## src/rtl/regfile_pkg.sv

```systemverilog
// Shared register-file encodings and types for the Y86-style decode/write-back slice.
// Pure declarations: no timing, no flow control.
package regfile_pkg;
    localparam int DATA_W_DEF   = 64;
    localparam int NUM_REGS_DEF = 16;
    localparam int ADDR_W_DEF   = $clog2(NUM_REGS_DEF);

    localparam logic [ADDR_W_DEF-1:0] RNONE = ADDR_W_DEF'(NUM_REGS_DEF - 1);

    localparam logic [3:0] IRRMOVL = 4'h2;
    localparam logic [3:0] IRMMOVL = 4'h4;

    typedef logic [ADDR_W_DEF-1:0] reg_idx_t;
    typedef logic [DATA_W_DEF-1:0] word_t;
endpackage

```

## src/rtl/regfile_sb_cnt.sv

```systemverilog
// Per-register pending-write counter: +issues -retires each cycle, 1-cycle update latency.
// Never backpressures; flush clears, underflow clamps to 0 and pulses underflow.
module regfile_sb_cnt #(
    parameter int CNT_W = 2
) (
    input  logic             clk,
    input  logic             rst,
    input  logic             flush,
    input  logic [1:0]       inc,
    input  logic [1:0]       dec,
    output logic [CNT_W-1:0] count,
    output logic             underflow
);
    localparam int SW = CNT_W + 2;

    logic signed [SW-1:0] sum;
    logic [CNT_W-1:0]     count_nxt;

    always_comb begin
        sum = $signed({2'b00, count}) + $signed({{CNT_W{1'b0}}, inc})
            - $signed({{CNT_W{1'b0}}, dec});
        underflow = !flush && (sum < 0);
        count_nxt = sum[CNT_W-1:0];
        if (flush || sum < 0)
            count_nxt = '0;
        else if (sum > $signed({2'b00, {CNT_W{1'b1}}}))
            count_nxt = {CNT_W{1'b1}};
    end

    always_ff @(posedge clk or posedge rst) begin
        if (rst)
            count <= '0;
        else
            count <= count_nxt;
    end
endmodule

```

## src/rtl/regfile_sb.sv

```systemverilog
// Register file with E/M write-back, 0-cycle write bypass and RAW scoreboard; reads/writes 1-cycle store.
// Reads and writes never stall; stall only refuses an issue that would overflow a pending counter.
module regfile_sb
    import regfile_pkg::*;
#(
    parameter int DATA_W   = DATA_W_DEF,
    parameter int NUM_REGS = NUM_REGS_DEF,
    parameter int ADDR_W   = $clog2(NUM_REGS),
    parameter int NUM_RD   = 2,
    parameter int CNT_W    = 2
) (
    input  logic                     clk,
    input  logic                     rst,
    input  logic [NUM_RD*ADDR_W-1:0] rd_addr,
    output logic [NUM_RD*DATA_W-1:0] rd_data,
    output logic [NUM_RD-1:0]        rd_ready,
    input  logic                     iss_valid,
    input  logic [ADDR_W-1:0]        iss_dstE,
    input  logic [ADDR_W-1:0]        iss_dstM,
    output logic                     stall,
    input  logic                     wbE_en,
    input  logic [ADDR_W-1:0]        wbE_addr,
    input  logic [DATA_W-1:0]        wbE_data,
    input  logic                     wbE_cnd,
    input  logic                     wbM_en,
    input  logic [ADDR_W-1:0]        wbM_addr,
    input  logic [DATA_W-1:0]        wbM_data,
    input  logic                     flush,
    output logic                     sb_err
);
    localparam int                NR     = NUM_REGS - 1;
    localparam logic [ADDR_W-1:0] RN_IDX = ADDR_W'(NUM_REGS - 1);
    localparam logic [CNT_W+1:0]  CMAX   = {2'b00, {CNT_W{1'b1}}};

    logic              we_e, we_m, iss_ok;
    logic [DATA_W-1:0] regs [NR];
    logic [CNT_W-1:0]  cnt  [NR];
    logic [1:0]        ret  [NR];
    logic [1:0]        inc  [NR];
    logic [NR-1:0]     over;
    logic [NR-1:0]     uf;

    // Data writes are masked during reset so rd_data reads 0 while rst is high.
    assign we_m   = wbM_en && (wbM_addr != RN_IDX) && !rst;
    assign we_e   = wbE_en && wbE_cnd && (wbE_addr != RN_IDX) && !rst;
    assign stall  = (|over) && !flush && !rst;
    assign iss_ok = iss_valid && !stall;

    for (genvar r = 0; r < NR; r++) begin : g_reg
        localparam logic [ADDR_W-1:0] IDX = ADDR_W'(r);
        logic [1:0] pot;

        assign pot    = {1'b0, iss_valid && (iss_dstE == IDX)} + {1'b0, iss_valid && (iss_dstM == IDX)};
        // Retire frees the slot even when the cmov condition suppressed the data.
        assign ret[r] = {1'b0, wbE_en && (wbE_addr == IDX)} + {1'b0, wbM_en && (wbM_addr == IDX)};
        assign inc[r] = iss_ok ? pot : 2'd0;
        assign over[r] = (pot != 2'd0) &&
            (({2'b00, cnt[r]} + {{CNT_W{1'b0}}, pot}) > (CMAX + {{CNT_W{1'b0}}, ret[r]}));

        regfile_sb_cnt #(.CNT_W(CNT_W)) u_cnt (
            .clk       (clk),
            .rst       (rst),
            .flush     (flush),
            .inc       (inc[r]),
            .dec       (ret[r]),
            .count     (cnt[r]),
            .underflow (uf[r])
        );
    end

    always_ff @(posedge clk or posedge rst) begin
        if (rst)
            sb_err <= 1'b0;
        else if (|uf)
            sb_err <= 1'b1;
    end

    always_ff @(posedge clk or posedge rst) begin
        if (rst) begin
            for (int r = 0; r < NR; r++)
                regs[r] <= '0;
        end else begin
            if (we_e && !(we_m && (wbM_addr == wbE_addr)))
                regs[wbE_addr] <= wbE_data;
            if (we_m)
                regs[wbM_addr] <= wbM_data;
        end
    end

    for (genvar p = 0; p < NUM_RD; p++) begin : g_rd
        logic [ADDR_W-1:0] a;
        logic [DATA_W-1:0] d;
        logic              rdy;

        assign a = rd_addr[p*ADDR_W +: ADDR_W];

        always_comb begin
            d   = '0;
            rdy = 1'b1;
            if (a < RN_IDX) begin
                if (we_m && (wbM_addr == a))
                    d = wbM_data;
                else if (we_e && (wbE_addr == a))
                    d = wbE_data;
                else
                    d = regs[a];
                rdy = (cnt[a] == '0) || ({2'b00, cnt[a]} == {{CNT_W{1'b0}}, ret[a]});
            end
        end

        assign rd_data[p*DATA_W +: DATA_W] = d;
        assign rd_ready[p]                 = rdy;
    end
endmodule

```

## config.mk

```make
export PLATFORM = sky130hd
export DESIGN_NAME = regfile_sb
export DESIGN_NICKNAME = d
export VERILOG_FILES = /design/src/rtl/regfile_pkg.sv /design/src/rtl/regfile_sb_cnt.sv /design/src/rtl/regfile_sb.sv
export SDC_FILE = /design/constraint.sdc
export NUM_CORES = 2
export LEC_CHECK = 0
export CAP_MARGIN = 20
export CORE_MARGIN = 2
export CORE_UTILIZATION = 40
export CTS_CLUSTER_DIAMETER = 150
export DETAILED_ROUTE_END_ITERATION = 10
export PLACE_DENSITY = 0.66
export SETUP_SLACK_MARGIN = 0.1
export SYNTH_ARGS = -nofsm -noshare
export SYNTH_HDL_FRONTEND = slang
export SYNTH_SLANG_ARGS = --single-unit
```

## constraint.sdc

```tcl
create_clock -name clk -period 35.7 [get_ports clk]
set_input_delay 5.355 -clock clk [delete_from_list [all_inputs] [get_ports clk]]
set_output_delay 5.355 -clock clk [all_outputs]
set_load 0.01 [all_outputs]
```

Yosys cells after proc, flatten, opt, wreduce, memory -nomap -nowiden
Index checks and enable logic that the tools add are counted.

$add $sub $neg: 90. Order comparisons: 53. Equal/unequal tests: 65. Mux-type cells: 79. Bitwise operators: 4. Reductions and logical operators: 150.

Operators with widths (number): $bwmux W960 (2); $mux W960 (2); $mux W64 (12); $bmux W64 S4 (2); $demux W64 S4 (2); $eq A4 B4 Y1 const B (28); $logic_and A1 B1 Y1 (106); $mux W2 (53); $add A2 B2 Y3 (30); $eq A4 B3 Y1 const B (16); $add A1 B1 Y2 (30); $gt A4 B3 Y1 const B (15); $lt A4 B1 Y1 const B (15); $sub A3 B2 Y4 (15); $add A2 B2 Y3 const A (15); $gt A3 B3 Y1 (15); $bmux W2 S4 (4); $eq A4 B2 Y1 const B (8); $reduce_bool A2 Y1 (15); $reduce_or A15 Y1 (2); $eq A4 B4 Y1 (5); $ge A5 B5 Y1 const B (4); $not A4 Y5 (4); $logic_or A1 B1 Y1 (17); other kinds (9) (24).

Bits in registers: 991. Input bits: 159. Output and inout bits: 132. Word-level logic and storage cells: 472.

Longest topological paths before layout
Depth in word-level cells: 17. Gate-level depth with buffers: 25. Mapped depth without buffers: 22.

Hierarchy
Synthesis repeated with hierarchy kept, for this count alone.

Cells, all modules: 7573. Area, all modules: 70259.9 µm².

Modules (own cells, without submodules): regfile_sb (times used 1, cells an instance 7243, area each 67163.2 µm², sequential area each 24048.1 µm²); regfile_sb_cnt (times used 15, cells an instance 22, area each 206.4 µm², sequential area each 50.0 µm²).

Worst setup path after synthesis
No wires, ideal clock.

Kind: input to output. From: input iss_dstE[2]. To: output stall. Arrival: 8.656 ns. Required time: 30.345 ns. Path slack: 21.689 ns. Stages on the path: 17. Path buffers: 2. Cells stage by stage: or3b_2 nor3_1 inv_1 ha_1 ha_1 inv_1 fa_1 inv_1 ha_1 nor2b_1 o21a_1 o21ai_0 and4_1 and4_1 clkbuf_1 clkbuf_1 nor2_1.

Word-level cells in the longest chain between the ends: 9. Elaborated cells on any way between the ends: 108. Those cells by class: 30 x add/sub; 15 x order compare; 14 x eq/ne; 49 x reduce/logical.

RTL lines: from (decl) (line regfile_sb.sv:18) `input logic [ADDR_W-1:0] iss_dstE,`; $eq A4 B1 Y1, or another cell as far along (line regfile_sb.sv:53) `assign pot = {1'b0, iss_valid && (iss_dstE == IDX)} + {1'b0, iss_valid && (iss_dstM == IDX)};`; $logic_and A1 B1 Y1 (line regfile_sb.sv:53); $add A1 B1 Y2 (line regfile_sb.sv:53); $add A2 B2 Y3 (line regfile_sb.sv:58) `(({2'b00, cnt[r]} + {{CNT_W{1'b0}}, pot}) > (CMAX + {{CNT_W{1'b0}}, ret[r]}));`; $gt A3 B3 Y1 (line regfile_sb.sv:58); $logic_and A1 B1 Y1 (line regfile_sb.sv:57) `assign over[r] = (pot != 2'd0) &&`; $reduce_or A15 Y1 (*) (line regfile_sb.sv:46) `assign stall = (|over) && !flush && !rst;`; $logic_and A1 B1 Y1 (*) (2 in a row) (line regfile_sb.sv:46); to (decl) (line regfile_sb.sv:20) `output logic stall,`.

Mark *: on every way between the ends. The rest lies on a longest branch, timed or not.

Worst setup path in the final report
From: input iss_valid. To: output stall.

Word-level cells in the longest chain between the ends: 8. Elaborated cells on any way between the ends: 108. Those cells by class: 30 x add/sub; 15 x order compare; 63 x reduce/logical.

RTL lines: from (decl) (line regfile_sb.sv:17) `input logic iss_valid,`; $logic_and A1 B1 Y1 (line regfile_sb.sv:53); $add A1 B1 Y2 (line regfile_sb.sv:53); $add A2 B2 Y3 (line regfile_sb.sv:58); $gt A3 B3 Y1 (line regfile_sb.sv:58); $logic_and A1 B1 Y1 (line regfile_sb.sv:57); $reduce_or A15 Y1 (*) (line regfile_sb.sv:46); $logic_and A1 B1 Y1 (*) (2 in a row) (line regfile_sb.sv:46).

Marked as above.

==> impl_metrics.env <==
export IMPL_yosys_area_top_type_share_pct=35.2
export IMPL_design_core_area_um2=176000
export IMPL_n_fill_cell=16200
export IMPL_ys_seq_elements=991
export IMPL_detail_route_antenna_nets=0
export IMPL_setup_viol_count_final=0
export IMPL_place_gp_congestion=0.895
export IMPL_synth_fp_nets=7269
export IMPL_hp_start="sb_err"
export IMPL_ios=291
export IMPL_drv_cap=0
export IMPL_cts_tree="yes"
export IMPL_cts_num_sinks=991
export IMPL_num_rows=154
export IMPL_leakage_nw=37.8
export IMPL_root_buffer="clkbuf_16"
export IMPL_clk_path_buf_depth=3
export IMPL_grt_pass1_vias=55100
export IMPL_grt_max_degree=159
export IMPL_synth_flop_cell="dfrtp_1"
export IMPL_cts_clk_slew_worst_paths_ns=0.06
export IMPL_dp_cells=8815
export IMPL_area_delta_synth_final_pct=10.2
export IMPL_antenna_found_initial=25
export IMPL_ys_types=53
export IMPL_hp_class="register to register"
export IMPL_cts_inserted_buffers=112
export IMPL_crit_path_end_kind="output pin"
export IMPL_power_density_nw_per_um2=54.2
export IMPL_period_needed_ns=15.94
export IMPL_vias=55300
export IMPL_setup_tns_ns=0
export IMPL_finalNonFillerCells=9034
export IMPL_crit_arrival_ns=10.58
export IMPL_synthArstFlopShare_pct=100
export IMPL_r2r_setup_slack_ns=29.56
export IMPL_worstSkewPairLatency_ns=0.74
export IMPL_rr_startpoint="g_reg[14].u_cnt.count[0]"
export IMPL_min_path_cells=1
export IMPL_relSlewSlack_pct=16.8
export IMPL_synth_edf_count=0
export IMPL_drv_slew=0
export IMPL_r2r_cells=17
export IMPL_cts_hold_buf=0
export IMPL_post_cts_resized=0
export IMPL_ir_drop_uv=41.5
export IMPL_syn_area_um2=70400
export IMPL_run_status="finished clean"
export IMPL_layout_drive_gt1_share_pct=13.2
export IMPL_dpl_hpwl_mm=142
export IMPL_finish_utilization_pct=44.2
export IMPL_min_period_over_period_pct=44.6
export IMPL_power_mw=4.21
export IMPL_first_iter_violations=6570
export IMPL_totalWireLength_mm=252
export IMPL_drc=0
export IMPL_dieHeight_um=424
export IMPL_path_max_fanout=39
export IMPL_synth_warnings=0
export IMPL_cts_max_level=3
export IMPL_die_area_um2=179000
export IMPL_hold_viol_final=0
export IMPL_io_buffers=290
export IMPL_cts_setup_buffers=0
export IMPL_fmax_ghz=0.0627
export IMPL_drt_first_pass_iters=6
export IMPL_worst_pin_slew_ns=1.25
export IMPL_avgRoutedWirePerCell_um=27.9
export IMPL_rsz0062_at_grt="false"
export IMPL_cp_start_kind="input port"
export IMPL_via_per_inst=6.12
export IMPL_initial_utilization_pct=40.1
export IMPL_hold_end="sb_err"
export IMPL_timing_rr_end="sb_err"
export IMPL_die_w_um=424
export IMPL_grt_total_usage_pct=27.6
export IMPL_finClkSkew_ns=0.0157
export IMPL_grt_overflow=0
export IMPL_synth_area_top_cells="dfrtp_1 (35%), mux2i_1 (18%), mux4_2 (17%)"
export IMPL_avgSynthCellArea_um2=10.2
export IMPL_cp_required_ns=30.34
export IMPL_syn_inst=6885
export IMPL_nets=6974
export IMPL_ys_seq_area_share_pct=35.2
export IMPL_grt_pass1_wl_mm=372
export IMPL_synth_top_area_cell="dfrtp_1"
export IMPL_crit_type="input port to output pin"
==> Yosys cell counts, types with 3 or more instances <==
cell type  count
mux2i_1     1234
dfrtp_1      991
nor2_1       867
a21oi_1      852
mux4_2       531
nand2_1      476
clkbuf_1     429
o21ai_0      342
inv_1        228
buf_2        187
ha_1         180
buf_1         92
buf_6         63
o21ai_1       60
fa_1          45
o21a_1        45
buf_4         33
nor2b_1       31
xnor2_1       27
o211ai_1      25
o2111ai_1     18
a211oi_1      16
a31oi_1       15
buf_8         12
nand3_1       12
and2_1         9
xor2_1         8
and3_1         5
and4_1         4
nand3b_1       4
nor3b_1        4
nor4_1         4
or2_2          4
nand2b_1       3
nor3_1         3
==> sequential cells by signal, indices dropped and copies added (netlist names) <==
register	count
sb_err	1
g.u_cnt.count	30
regs	960
==> cell families after synthesis <==
family	synth area share [%]
buf+inv	6.94
mux	34.6
simple gates	8.01
xor+xnor	0.435
fa+ha+maj	4.48
flops	35.2
compound gates	10.4
==> power breakdown <==
part / switching, mW / total, mW / leakage [nW] / internal [mW]
clock: 0.512 / 1.23 / 1.89 / 0.721
combinational: 0.595 / 1.30 / 23.9 / 0.705
sequential: 0.245 / 1.67 / 12.0 / 1.43
==> worst max-delay path, cell delays in order <==
cell and delay [ns]:
clkdlybuf4s50_1 0.46, buf_4 0.37, nor3b_1 0.66, nand2_1 0.17, ha_1 0.34, ha_1 0.14, inv_1 0.05, fa_1 0.50
inv_1 0.04, ha_1 0.28, nor2b_1 0.15, o21a_1 0.16, o21ai_0 0.29, and4_1 0.25, and4_1 0.76, nor2_1 0.07
clkdlybuf4s50_1 0.51
==> metrics by stage <==
stage | hold WS, ns | area, µm² | setup slack (ns)
after floorplan | 0.512 | 70400 | 2.46
after global placement | 0.458 | 73700 | 19.99
after detailed placement | 0.473 | 73700 | 19.95
after CTS | 0.487 | 77500 | 19.93
after global routing | 0.500 | 77600 | 19.50
final | 0.478 | 77600 | 19.76
==> cells in the final DEF, fill, tap and decap left out, drive strengths merged, types with 17 or more instances in the layout <==
cell type	instances
fa	45
clkdlybuf4s50	283
a21oi	852
ha	180
o21a	45
a211oi	17
o2111ai	18
buf	123
mux2i	1234
nor2b	31
clkbuf	167
xnor2	27
mux4	531
nand2	476
nor2	867
dfrtp	991
inv	230
clkinv	20
o21ai	402
o211ai	25
==> worst max path at each step <==
stage	startpoint	end	slack (ns)	depth (start not counted)
2_1_floorplan	rst	g_reg[0].u_cnt.count[0]	2.46	1
3_3_place_gp	iss_valid	stall	19.99	17
3_5_place_dp	iss_valid	stall	19.95	17
4_1_cts	iss_valid	stall	19.93	17
5_1_grt	iss_valid	stall	19.50	17
6_report	iss_valid	stall	19.76	17
==> final cells by class <==
cell class | instances | area, µm² | area share, %
repair buffers | 407 | 3940 | 5.08
clock inverters | 38 | 541 | 0.697
well taps | 2340 | 2930 | 3.77
clock buffers | 166 | 3320 | 4.28
diodes | 14 | 35.0 | 0.0452
flip-flops and latches | 991 | 24800 | 32.0
multi-input cells | 4850 | 41200 | 53.0
inverters | 228 | 868 | 1.12
==> metal layers <==
layer | vias up | global-route usage, % | wire (µm)
li1 | 23900 | - | -
met2 | 3117 | 43.3 | 117000
met5 | - | 0 | 104
met4 | 16 | 14.6 | 13300
met3 | 687 | 5.68 | 23300
met1 | 27600 | 35.9 | 98600
Note: power is estimated with default switching activity, not from simulation.
